--- config.mk ---
export PLATFORM = sky130hd
export DESIGN_NAME = mips_multicycle
export DESIGN_NICKNAME = d
export VERILOG_FILES = /design/src/rtl/mips_multicycle.sv
export SDC_FILE = /design/constraint.sdc
export NUM_CORES = 2
export LEC_CHECK = 0
export CAP_MARGIN = 20
export CORE_ASPECT_RATIO = 0.9
export CORE_MARGIN = 8
export CORE_UTILIZATION = 45
export CTS_BUF_LIST = sky130_fd_sc_hd__clkbuf_8
export DETAILED_ROUTE_END_ITERATION = 16
export GPL_ROUTABILITY_DRIVEN = 0
export PLACE_DENSITY_LB_ADDON = 0.15
export SLEW_MARGIN = 20
export SYNTH_ARGS = -nofsm -noshare
export SYNTH_HDL_FRONTEND = slang
export SYNTH_SLANG_ARGS = --single-unit
--- constraint.sdc ---
create_clock -name clk -period 6.6 [get_ports clk]
set_input_delay 0.99 -clock clk [delete_from_list [all_inputs] [get_ports clk]]
set_output_delay 0.99 -clock clk [all_outputs]
set_load 0.05 [all_outputs]
--- src/rtl/mips_multicycle.sv ---
// Multicycle MIPS-subset core with one shared memory port.
// Optional bne support is enabled by defining MIPS_MC_BNE_EN.
module mips_multicycle #(
    parameter int          ADDR_W   = 32,
    parameter logic [31:0] RESET_PC = 32'h0
) (
    input  logic              clk,
    input  logic              resetN,
    output logic              mem_req,
    output logic              mem_we,
    output logic [ADDR_W-1:0] mem_addr,
    output logic [31:0]       mem_wdata,
    input  logic [31:0]       mem_rdata,
    input  logic              mem_ready,
    output logic              halted,
    output logic [31:0]       retired
);

    localparam logic [5:0] OP_RTYPE = 6'h00;
    localparam logic [5:0] OP_J     = 6'h02;
    localparam logic [5:0] OP_BEQ   = 6'h04;
    localparam logic [5:0] OP_ADDI  = 6'h08;
    localparam logic [5:0] OP_LW    = 6'h23;
    localparam logic [5:0] OP_SW    = 6'h2B;
`ifdef MIPS_MC_BNE_EN
    localparam logic [5:0] OP_BNE   = 6'h05;
`endif
    localparam logic [5:0] F_ADD    = 6'h20;
    localparam logic [5:0] F_SUB    = 6'h22;
    localparam logic [5:0] F_AND    = 6'h24;
    localparam logic [5:0] F_OR     = 6'h25;
    localparam logic [5:0] F_SLT    = 6'h2A;

    typedef enum logic [2:0] {
        FETCH, DECODE, EXEC, MEM, WB, HALT
    } state_t;

    state_t             r_state;
    logic [ADDR_W-1:0]  r_pc;
    logic [31:0]        r_ir;
    logic [31:0]        r_a;
    logic [31:0]        r_b;
    logic [31:0]        r_imm;
    logic [31:0]        r_alu;
    logic [31:0]        r_rf [32];
    logic               r_mem_req;
    logic               r_mem_we;
    logic [ADDR_W-1:0]  r_mem_addr;
    logic [31:0]        r_mem_wdata;
    logic               r_halted;
    logic [31:0]        r_retired;

    logic [5:0]         w_op;
    logic [4:0]         w_rs;
    logic [4:0]         w_rt;
    logic [4:0]         w_rd;
    logic [4:0]         w_shamt;
    logic [5:0]         w_funct;
    logic [4:0]         w_dest;
    logic               w_legal;
    logic               w_is_ctrl;
    logic               w_is_mem;
    logic               w_is_sw;
    logic               w_taken;
    logic [31:0]        w_alu;
    logic [31:0]        w_pc32;
    logic [31:0]        w_br;
    logic [31:0]        w_jmp;
    logic [ADDR_W-1:0]  w_next_pc;

    assign w_op      = r_ir[31:26];
    assign w_rs      = r_ir[25:21];
    assign w_rt      = r_ir[20:16];
    assign w_rd      = r_ir[15:11];
    assign w_shamt   = r_ir[10:6];
    assign w_funct   = r_ir[5:0];
    assign w_dest    = (w_op == OP_RTYPE) ? w_rd : w_rt;
    assign w_is_sw   = (w_op == OP_SW);
    assign w_is_mem  = (w_op == OP_LW) || w_is_sw;
    assign w_pc32    = 32'(r_pc);
    assign w_br      = w_pc32 + (r_imm << 2);
    assign w_jmp     = {w_pc32[31:28], r_ir[25:0], 2'b00};

    // Opcode/funct legality check used by DECODE
    always_comb begin
        w_legal = 1'b0;
        case (w_op)
            OP_RTYPE: w_legal = (w_shamt == 5'd0) &&
                                ((w_funct == F_ADD) || (w_funct == F_SUB) ||
                                 (w_funct == F_AND) || (w_funct == F_OR)  ||
                                 (w_funct == F_SLT));
            OP_LW, OP_SW, OP_BEQ, OP_ADDI, OP_J: w_legal = 1'b1;
`ifdef MIPS_MC_BNE_EN
            OP_BNE:   w_legal = 1'b1;
`endif
            default:  w_legal = 1'b0;
        endcase
    end

    // ALU: immediate add for addi/lw/sw, funct-selected op for R-type
    always_comb begin
        w_alu = r_a + r_imm;
        if (w_op == OP_RTYPE) begin
            case (w_funct)
                F_SUB:   w_alu = r_a - r_b;
                F_AND:   w_alu = r_a & r_b;
                F_OR:    w_alu = r_a | r_b;
                F_SLT:   w_alu = {31'd0, ($signed(r_a) < $signed(r_b))};
                default: w_alu = r_a + r_b;
            endcase
        end
    end

    // Branch/jump resolution; r_pc already points past the instruction
    always_comb begin
        w_is_ctrl = (w_op == OP_J) || (w_op == OP_BEQ);
        w_taken   = (w_op == OP_BEQ) && (r_a == r_b);
`ifdef MIPS_MC_BNE_EN
        w_is_ctrl = w_is_ctrl || (w_op == OP_BNE);
        w_taken   = w_taken || ((w_op == OP_BNE) && (r_a != r_b));
`endif
        if (w_op == OP_J)
            w_next_pc = w_jmp[ADDR_W-1:0];
        else if (w_taken)
            w_next_pc = w_br[ADDR_W-1:0];
        else
            w_next_pc = r_pc;
    end

    // Main control FSM, datapath registers and register file
    always_ff @(posedge clk or negedge resetN) begin
        if (!resetN) begin
            r_state     <= FETCH;
            r_pc        <= RESET_PC[ADDR_W-1:0];
            r_ir        <= '0;
            r_a         <= '0;
            r_b         <= '0;
            r_imm       <= '0;
            r_alu       <= '0;
            r_mem_req   <= 1'b0;
            r_mem_we    <= 1'b0;
            r_mem_addr  <= '0;
            r_mem_wdata <= '0;
            r_halted    <= 1'b0;
            r_retired   <= '0;
            for (int i = 0; i < 32; i++) r_rf[i] <= '0;
        end else begin
            unique case (r_state)
                FETCH: begin
                    if (!r_mem_req) begin
                        r_mem_req  <= 1'b1;
                        r_mem_we   <= 1'b0;
                        r_mem_addr <= {r_pc[ADDR_W-1:2], 2'b00};
                    end else if (mem_ready) begin
                        r_ir      <= mem_rdata;
                        r_pc      <= r_pc + ADDR_W'(4);
                        r_mem_req <= 1'b0;
                        r_state   <= DECODE;
                    end
                end
                DECODE: begin
                    r_a   <= r_rf[w_rs];
                    r_b   <= r_rf[w_rt];
                    r_imm <= {{16{r_ir[15]}}, r_ir[15:0]};
                    if (w_legal) begin
                        r_state <= EXEC;
                    end else begin
                        r_halted <= 1'b1;
                        r_state  <= HALT;
                    end
                end
                EXEC: begin
                    if (w_is_ctrl) begin
                        r_pc       <= w_next_pc;
                        r_retired  <= r_retired + 32'd1;
                        r_mem_req  <= 1'b1;
                        r_mem_addr <= {w_next_pc[ADDR_W-1:2], 2'b00};
                        r_state    <= FETCH;
                    end else if (w_is_mem) begin
                        r_alu       <= w_alu;
                        r_mem_req   <= 1'b1;
                        r_mem_we    <= w_is_sw;
                        r_mem_addr  <= {w_alu[ADDR_W-1:2], 2'b00};
                        r_mem_wdata <= w_is_sw ? r_b : 32'd0;
                        r_state     <= MEM;
                    end else begin
                        r_alu   <= w_alu;
                        r_state <= WB;
                    end
                end
                MEM: begin
                    if (mem_ready) begin
                        r_mem_we    <= 1'b0;
                        r_mem_wdata <= '0;
                        if (r_mem_we) begin
                            r_retired  <= r_retired + 32'd1;
                            r_mem_addr <= {r_pc[ADDR_W-1:2], 2'b00};
                            r_state    <= FETCH;
                        end else begin
                            r_alu     <= mem_rdata;
                            r_mem_req <= 1'b0;
                            r_state   <= WB;
                        end
                    end
                end
                WB: begin
                    if (w_dest != 5'd0) r_rf[w_dest] <= r_alu;
                    r_retired  <= r_retired + 32'd1;
                    r_mem_req  <= 1'b1;
                    r_mem_addr <= {r_pc[ADDR_W-1:2], 2'b00};
                    r_state    <= FETCH;
                end
                HALT: begin
                    r_mem_req <= 1'b0;
                end
                default: begin
                    r_halted <= 1'b1;
                    r_state  <= HALT;
                end
            endcase
        end
    end

    assign mem_req   = r_mem_req;
    assign mem_we    = r_mem_we;
    assign mem_addr  = r_mem_addr;
    assign mem_wdata = r_mem_wdata;
    assign halted    = r_halted;
    assign retired   = r_retired;

endmodule
==> results.md <==
- The count of pins on the block boundary is ~130.
- The count of final hold-check violations is 0.
- Yosys mapped a number of flops with a built-in enable equal to 0.
- The measured slew at the worst slew-check pin is 1.13 ns.
- The count of buffers from port buffering is 131.
- The critical path goes through or4_1 -> nor3_4 -> mux2i_1 -> nand3_1 -> nand2b_1 -> nor2_4 -> buf_4 -> mux2_2.
- The layout-stage area growth over the synthesis result is 10.6%.
- The path type of the worst min-delay path is register to register.
- After Yosys synthesis, XOR and XNOR cells account for 1.09% of the synthesized area.
- The source of the worst register-to-register timing path is r_ir[26].
- Across the run, the number of max-cap violations was 0.
- The worst setup path category is register to register.
- Setup repair after global routing left no endpoint under its margin.
- The number of buffers on the longest clock path is 3.
- In the synthesized netlist, the cells that appear most often are sky130_fd_sc_hd__dfrtp_1 (1298), sky130_fd_sc_hd__mux2_2 (962), sky130_fd_sc_hd__mux4_2 (640), sky130_fd_sc_hd__nand2_1 (413), sky130_fd_sc_hd__clkbuf_1 (347).
- The final clock skew is 0.0477 ns.
- The source of the worst hold timing path is r_rf[995].
- The wire-length estimate of the detail-placed layout is around 150000 um.
- After synthesis, the share of flip-flops with an asynchronous set or reset is 100%.
- The count of vias placed by the detailed router is 52000.
- The finished layout holds 8110 standard cells, fillers aside.
- The number of synthesized register bits is 1298.
- The layout cell share with drive strength beyond 1 is 36.4%.
- In this run, post-CTS repair resized a total of 0 instances.
- The source-to-sink clock delay at the later pin of the worst-skew pair is 0.96 ns.
- After detailed routing, the met3 layer carries 20200 um of wire.
- In the finished design, the share of the clock period the worst path needs comes to about 75%.
- The y dimension of the die is 402 um.
- The via count of the first global-routing pass is 51500.
- After filler insertion, the fill cell instance count of the layout stands at 14300.
- The die is about 440 um wide.
- During synthesis, Yosys emitted a total of 0 warnings.
- Based on the critical path, the design can be clocked at up to about 200 MHz.
- The gate count after technology mapping is around 5800.
- Routed signal wires occupy layers up through met5.
- The worst setup path is captured at a register.
- Setup violations remaining at the end of the flow were counted as 0.
- For this design the ratio of total power to cell area is 466 mW/mm2.
- The residual DRC count is 0.
- Grouping stages by cell kind, the critical path spends the most delay in simple AND/OR/NAND/NOR gates.
- Across the VDD grid, the largest voltage drop is 274 uV.
- The clock transition at the registers of the reported paths is about 0.06 ns.
- The largest net degree at the start of global routing is approximately 180.
- Counting the buffers created by CTS gives 217.
- Including well taps, the total number of placed cells is 7705.
- The multiplexer area fraction after synthesis is 35.5%.
- The combined buffer and inverter count along the critical path is 1.
- The launching element type of the critical path is a register.
- The maximum single-stage delay on the critical path is 0.90 ns.
- Headroom to the max-slew limit came out at 24.7%.
- For this block, the initial DRC count from the detailed router was 5362.
- A synthesized cell averages 12.9 um2.
- The initial antenna violation count is 19.
- The unique cell type count in the Yosys netlist is 96.
- Summed over all layers, the global routing overflow is 0.
- The library cell contributing the largest single delay on the critical path is sky130_fd_sc_hd__nor2_4.
- The register area share after synthesis is 43.6%.
- Dividing the detail-routed wire length by the instance count gives 30.3 um.
- The count of nets left with antenna violations once routing finished came out at 0.
- Using the TritonRoute via totals, the vias-per-cell ratio works out to 6.41.
- The CTS sink count is 1298.
- The netlist area before placement is 0.0745 mm2.
- STA puts the critical path data required time at between 7 and 8 ns.
- For the worst flop-to-flop path, the logic depth is 8.
- Global routing consumed, over all layers together, 27.0% of the routing resources.
- The smallest clock period supported by the final layout is computed as 4.93 ns.
- The initialized floorplan defines 141 standard-cell rows.
- The synthesized-area fraction occupied by ao, oa, aoi and oai cells is between 7 and 8%.
- The total leakage power is 36.5 nW.
- The final max-slew violation count came to 0.
- The arrival time at the worst endpoint is 5.75 ns.
- The most common flop cell mapped by yosys is sky130_fd_sc_hd__dfrtp_1.
- Summed over all nets, wire length on met2 after detailed routing comes to 109000 um.
- The path with the worst hold slack has its endpoint at r_rf[995].
- In the post-synthesis netlist, the biggest area contributors are sky130_fd_sc_hd__dfrtp_1 (44%), sky130_fd_sc_hd__mux4_2 (19%), sky130_fd_sc_hd__mux2_2 (15%), sky130_fd_sc_hd__ha_1 (2.7%), sky130_fd_sc_hd__nand2_1 (2.1%).
- The synthesized design spends more area on one cell type than any other, namely sky130_fd_sc_hd__dfrtp_1.
- The most frequently used cell type in the post-synthesis netlist is sky130_fd_sc_hd__dfrtp_1.
- The synthesized design devotes to its leading area cell type 43.6% of total area.
- After detailed routing, the total wire length is 246000 um.
- The end-of-flow core utilization is about half.
- The count of nets after finishing is 5911.
- Setup slack closes at 1.67 ns.
- TritonCTS built the clock tree.
- The slack of the worst reg-to-reg path is 1.67 ns.
- The level count of the clock H-tree is 4.
- The flow ran to the end, and the final reports show no timing, DRC or antenna violations.
- In this run the worst path has a maximum fanout of 15.
- The final total negative setup slack is 0 ns.
- The synthesized netlist devotes 5.72% of its cell area to simple gates.
- The floorplan die area is roughly 0.18 mm2.
- The root cell of the clock tree is sky130_fd_sc_hd__clkbuf_8.
- The first global-routing pass estimated 362000 um of wire.
- The setup slack after placement is 1.85 ns.
- The initial core utilization is 45.3%.
- The total area inside the core boundary comes to 0.164 mm2.
- After detailed routing, the wire length on met1 is approximately 110000 um.
- The first TritonRoute pass finished after 6 iterations.
- The worst register-to-register path ends at r_rf[547].
- The combinational family with the most area after synthesis is multiplexers.
- Of the total synthesized cell area, the portion taken by full adders, half adders and majority gates is 2.78%.
- Along the worst hold path, the cell count comes to 0.
[cells by family after synthesis]
kind of cell             Yosys count
buffers and inverters            657
multiplexers                    1717
AO/OA/AOI/OAI                    911
XOR/XNOR                          93
flip-flops                      1298
AND/OR/NAND/NOR                  948
adder cells (fa/ha/maj)          163
other                              1
[sequential cells by signal, summed over array words and instances, names as in the netlist]
signal / cells
r_rf: 1024
mem_wdata: 32
r_a: 32
r_alu: 32
r_b: 32
r_ir: 32
retired: 32
mem_addr: 30
r_pc: 30
r_imm: 16
r_state: 3
halted: 1
mem_req: 1
mem_we: 1
[cell type report]
class / count / area [um2] / area share [%]
multi-input combinational: 3834 / 39600 / 48.1
clock buffer: 285 / 3920 / 4.76
inverter: 122 / 458 / 0.556
clock inverter: 112 / 559 / 0.679
timing repair buffer: 240 / 2450 / 2.98
antenna: 3 / 7.51 / 0.00912
sequential: 1298 / 32500 / 39.5
tap: 2216 / 2770 / 3.37
[layer usage]
| metal | vias to the layer above | global-route usage [%] |
|---|---|---|
| li1 | 21700 | - |
| met1 | 27500 | 39.0 |
| met2 | 2175 | 40.4 |
| met3 | 510 | 6.23 |
| met4 | 4 | 9.25 |
| met5 | - | 0 |
[power breakdown]
group          switching, mW  total (mW)  internal, mW
sequential              3.43        13.9          10.5
clock                   3.50        7.37          3.87
combinational           9.25        17.1          7.84
total                   16.2        38.4          22.2
[worst max path at each step]
| stage | startpoint | endpoint | slack (ns) | depth (start not counted) |
|---|---|---|---|---|
| floorplan | r_imm[15] | mem_addr[31] | 3.02 | 12 |
| global placement | r_ir[26] | r_rf[556] | 1.94 | 7 |
| detailed placement | r_ir[26] | r_rf[556] | 1.85 | 8 |
| CTS | r_ir[26] | r_rf[547] | 1.84 | 8 |
| global route | r_ir[26] | r_rf[550] | 1.60 | 8 |
| finish | r_ir[26] | r_rf[547] | 1.67 | 8 |
[cell usage in the layout, fill, tap and decap left out, types with 159 or more instances in the layout]
cell	synthesis	routed
sky130_fd_sc_hd__mux2_2	962	962
sky130_fd_sc_hd__o21ai_0	262	261
sky130_fd_sc_hd__dfrtp_1	1298	1271
sky130_fd_sc_hd__nand2_1	413	406
sky130_fd_sc_hd__a21oi_1	260	260
sky130_fd_sc_hd__inv_1	120	199
sky130_fd_sc_hd__clkbuf_8	0	285
sky130_fd_sc_hd__ha_1	159	159
sky130_fd_sc_hd__mux4_2	640	640
sky130_fd_sc_hd__nor2_1	235	215
[stage by stage]
step | hold WS [ns] | total power, mW | area [um2]
2_1_floorplan | 0.441 | 24.8 | 74500
3_3_place_gp | 0.376 | 30.5 | 77700
3_5_place_dp | 0.383 | 30.8 | 77700
4_1_cts | 0.397 | 38.3 | 82200
5_1_grt | 0.413 | 40.3 | 82300
6_report | 0.392 | 38.4 | 82300
[timing repair]
action | 4_1_cts | 5_1_grt
setup buffers | 0 | 0
endpoints found under the hold margin | 56 | 0
hold buffers | 1 | 0
Note: power is estimated with default switching activity, not from simulation.
==> variant (config.mk and constraints unchanged) <==
The option `MIPS_MC_BNE_EN` is turned on by a define.
--- a/src/rtl/mips_multicycle.sv
+++ b/src/rtl/mips_multicycle.sv
@@ -1,4 +1,6 @@
 // Multicycle MIPS-subset core with one shared memory port.
 // Optional bne support is enabled by defining MIPS_MC_BNE_EN.
+`define MIPS_MC_BNE_EN
+
 module mips_multicycle #(
     parameter int          ADDR_W   = 32,
Check against the original RTL: not settled (the Yosys comparison gave no result); the edit may change what the design does.
==> variant against the original RTL <==
First-iteration DRC count is 5.5% higher; sequential power is 4% lower; count of clock-buffer cells in the layout is 25 higher; maximum frequency is 5.8% higher; global-route usage is 0.73 points higher; final area is 0.44% higher; sequential cell count stayed put; total power is 1.4% lower; worst setup slack better by 270 ps; largest cell class unchanged; highest routed layer unchanged; final cell count is 0.99% higher; synthesized area is 0.36% higher; wire length is 2.7% higher.
==> variant: results <==
set metrics [dict create \
    io_buffers 131 \
    totalWireLength_um 252500 \
    place_hpwl_um 154100 \
    switchingPower_uw 16030 \
    drive_gt1_share_pct 36.51 \
    hold_path.class "flop to flop" \
    post_cts_buffers 0 \
    cp-startpoint "r_a[29]" \
    grt_usage_pct 27.75 \
    reg2reg_depth 13 \
    clockBufferDepth 3 \
    synthAdderAreaFrac_pct 2.769 \
    min_period_ps 4657 \
    cp.arrival_ps 5530 \
    synth.area.top_cells "dfrtp_1 (43%), mux4_2 (19%), mux2_2 (15%)" \
    worstPathMaxFanout 16 \
    layout.nets 5966 \
    grt_pass1_vias 52720 \
    htreeDepth 4 \
    synth_commonest_cells "dfrtp_1 (1,298), mux2_2 (983), mux4_2 (640)" \
    top_register "r_rf" \
    vdd_drop_max_v 0.0004094 \
    dr.pass1.iters 7 \
    antenna_found_initial 10 \
    muxShareOfSynthArea_pct 35.16 \
    dpl-instance-area_um2 77810 \
    vias 52740 \
    cts_buffers 221 \
    path_clk_slew_ps 60 \
    r2r-end "mem_addr[20]" \
    seq_area_frac_synth_pct 43.46 \
    ys_types 89 \
    largest_register_ffs 1024 \
    hold_start "r_rf[996]" \
    synth_compound_area_share_pct 7.527 \
    timing.hold.ws_ps 396.5 \
    tightest_slew_ps 1138 \
    power.leakage_uw 0.03712 \
    synthXorXnorAreaFrac_pct 1.066 \
    cts_resized 0 \
    synth_warnings 0 \
    outcome "finished clean" \
    grt_pass1_wl_um 372200 \
    fillers 14590 \
    endpoint "mem_addr[20]" \
    root_buffer "clkbuf_8" \
    async_flop_share_pct 100.0 \
    min_path_cells 0 \
    worstSkewPairLatency_ps 1010 \
    grt_max_degree 175 \
    pre_cts_ws_ps 2096 \
    clock_skew_ps 92.02 \
    drtIter0Drc 5658 \
    ff2ff_setup_slack_ps 1940 \
    min_to "r_rf[996]" \
]
==> variant: changes by cell type after synthesis, moves of 21 or more <==
cell     change
and2_1      +23
nand3_1     +41
buf_2       -39
mux2_2      +21
nand2_1     +57
a21oi_1     -23
o21ai_0     -53
a31oi_1     +29
mux2i_1     -26
buf_1       +41
==> variant: through the flow <==
| step | total power [µW] | instances | utilization [%] |
|---|---|---|---|
| floorplan | 24050 | 5862 | - |
| global placement | 29550 | 7776 | 46.94 |
| detailed placement | 29810 | 7776 | 46.94 |
| CTS | 37700 | 8182 | 49.86 |
| global route | 39730 | 8187 | 49.88 |
| finish | 37840 | 8190 | 49.89 |
==> variant: layer usage <==
layer	global-route usage, %	part of all wire, %
met4	11.06	4.4
met5	0	0.011
met3	6.115	8.5
met2	42.31	45
met1	38.80	42
==> variant: critical path: stages, from the launching register on <==
cell and delay (ps):
dfrtp_1 470, inv_1 70, ha_1 410, nor4_1 890, nand4_1 390, nor3_4 390, mux2i_4 290, nor2_1 170
buf_4 270, a221o_1 310, a21oi_1 330, a21oi_1 170, a21bo_2 300, a21oi_1 90
==> variant: power groups by stage <==
stage	registers (µW)	logic, µW	clock network, µW
2_1_floorplan	11900	12100	0
3_3_place_gp	13300	16300	0
6_report	13400	16600	7820
3_5_place_dp	13400	16400	0
4_1_cts	13300	16400	7970
5_1_grt	13800	17600	8340
==> variant: final cells by class <==
cell class / count / area share [%]
timing repair buffer: 228 / 2.733
clock buffer: 310 / 5.159
antenna: 7 / 0.02118
tap: 2232 / 3.377
sequential: 1298 / 39.34
multi-input combinational: 3897 / 48.12
clock inverter: 96 / 0.6854
inverter: 122 / 0.5598
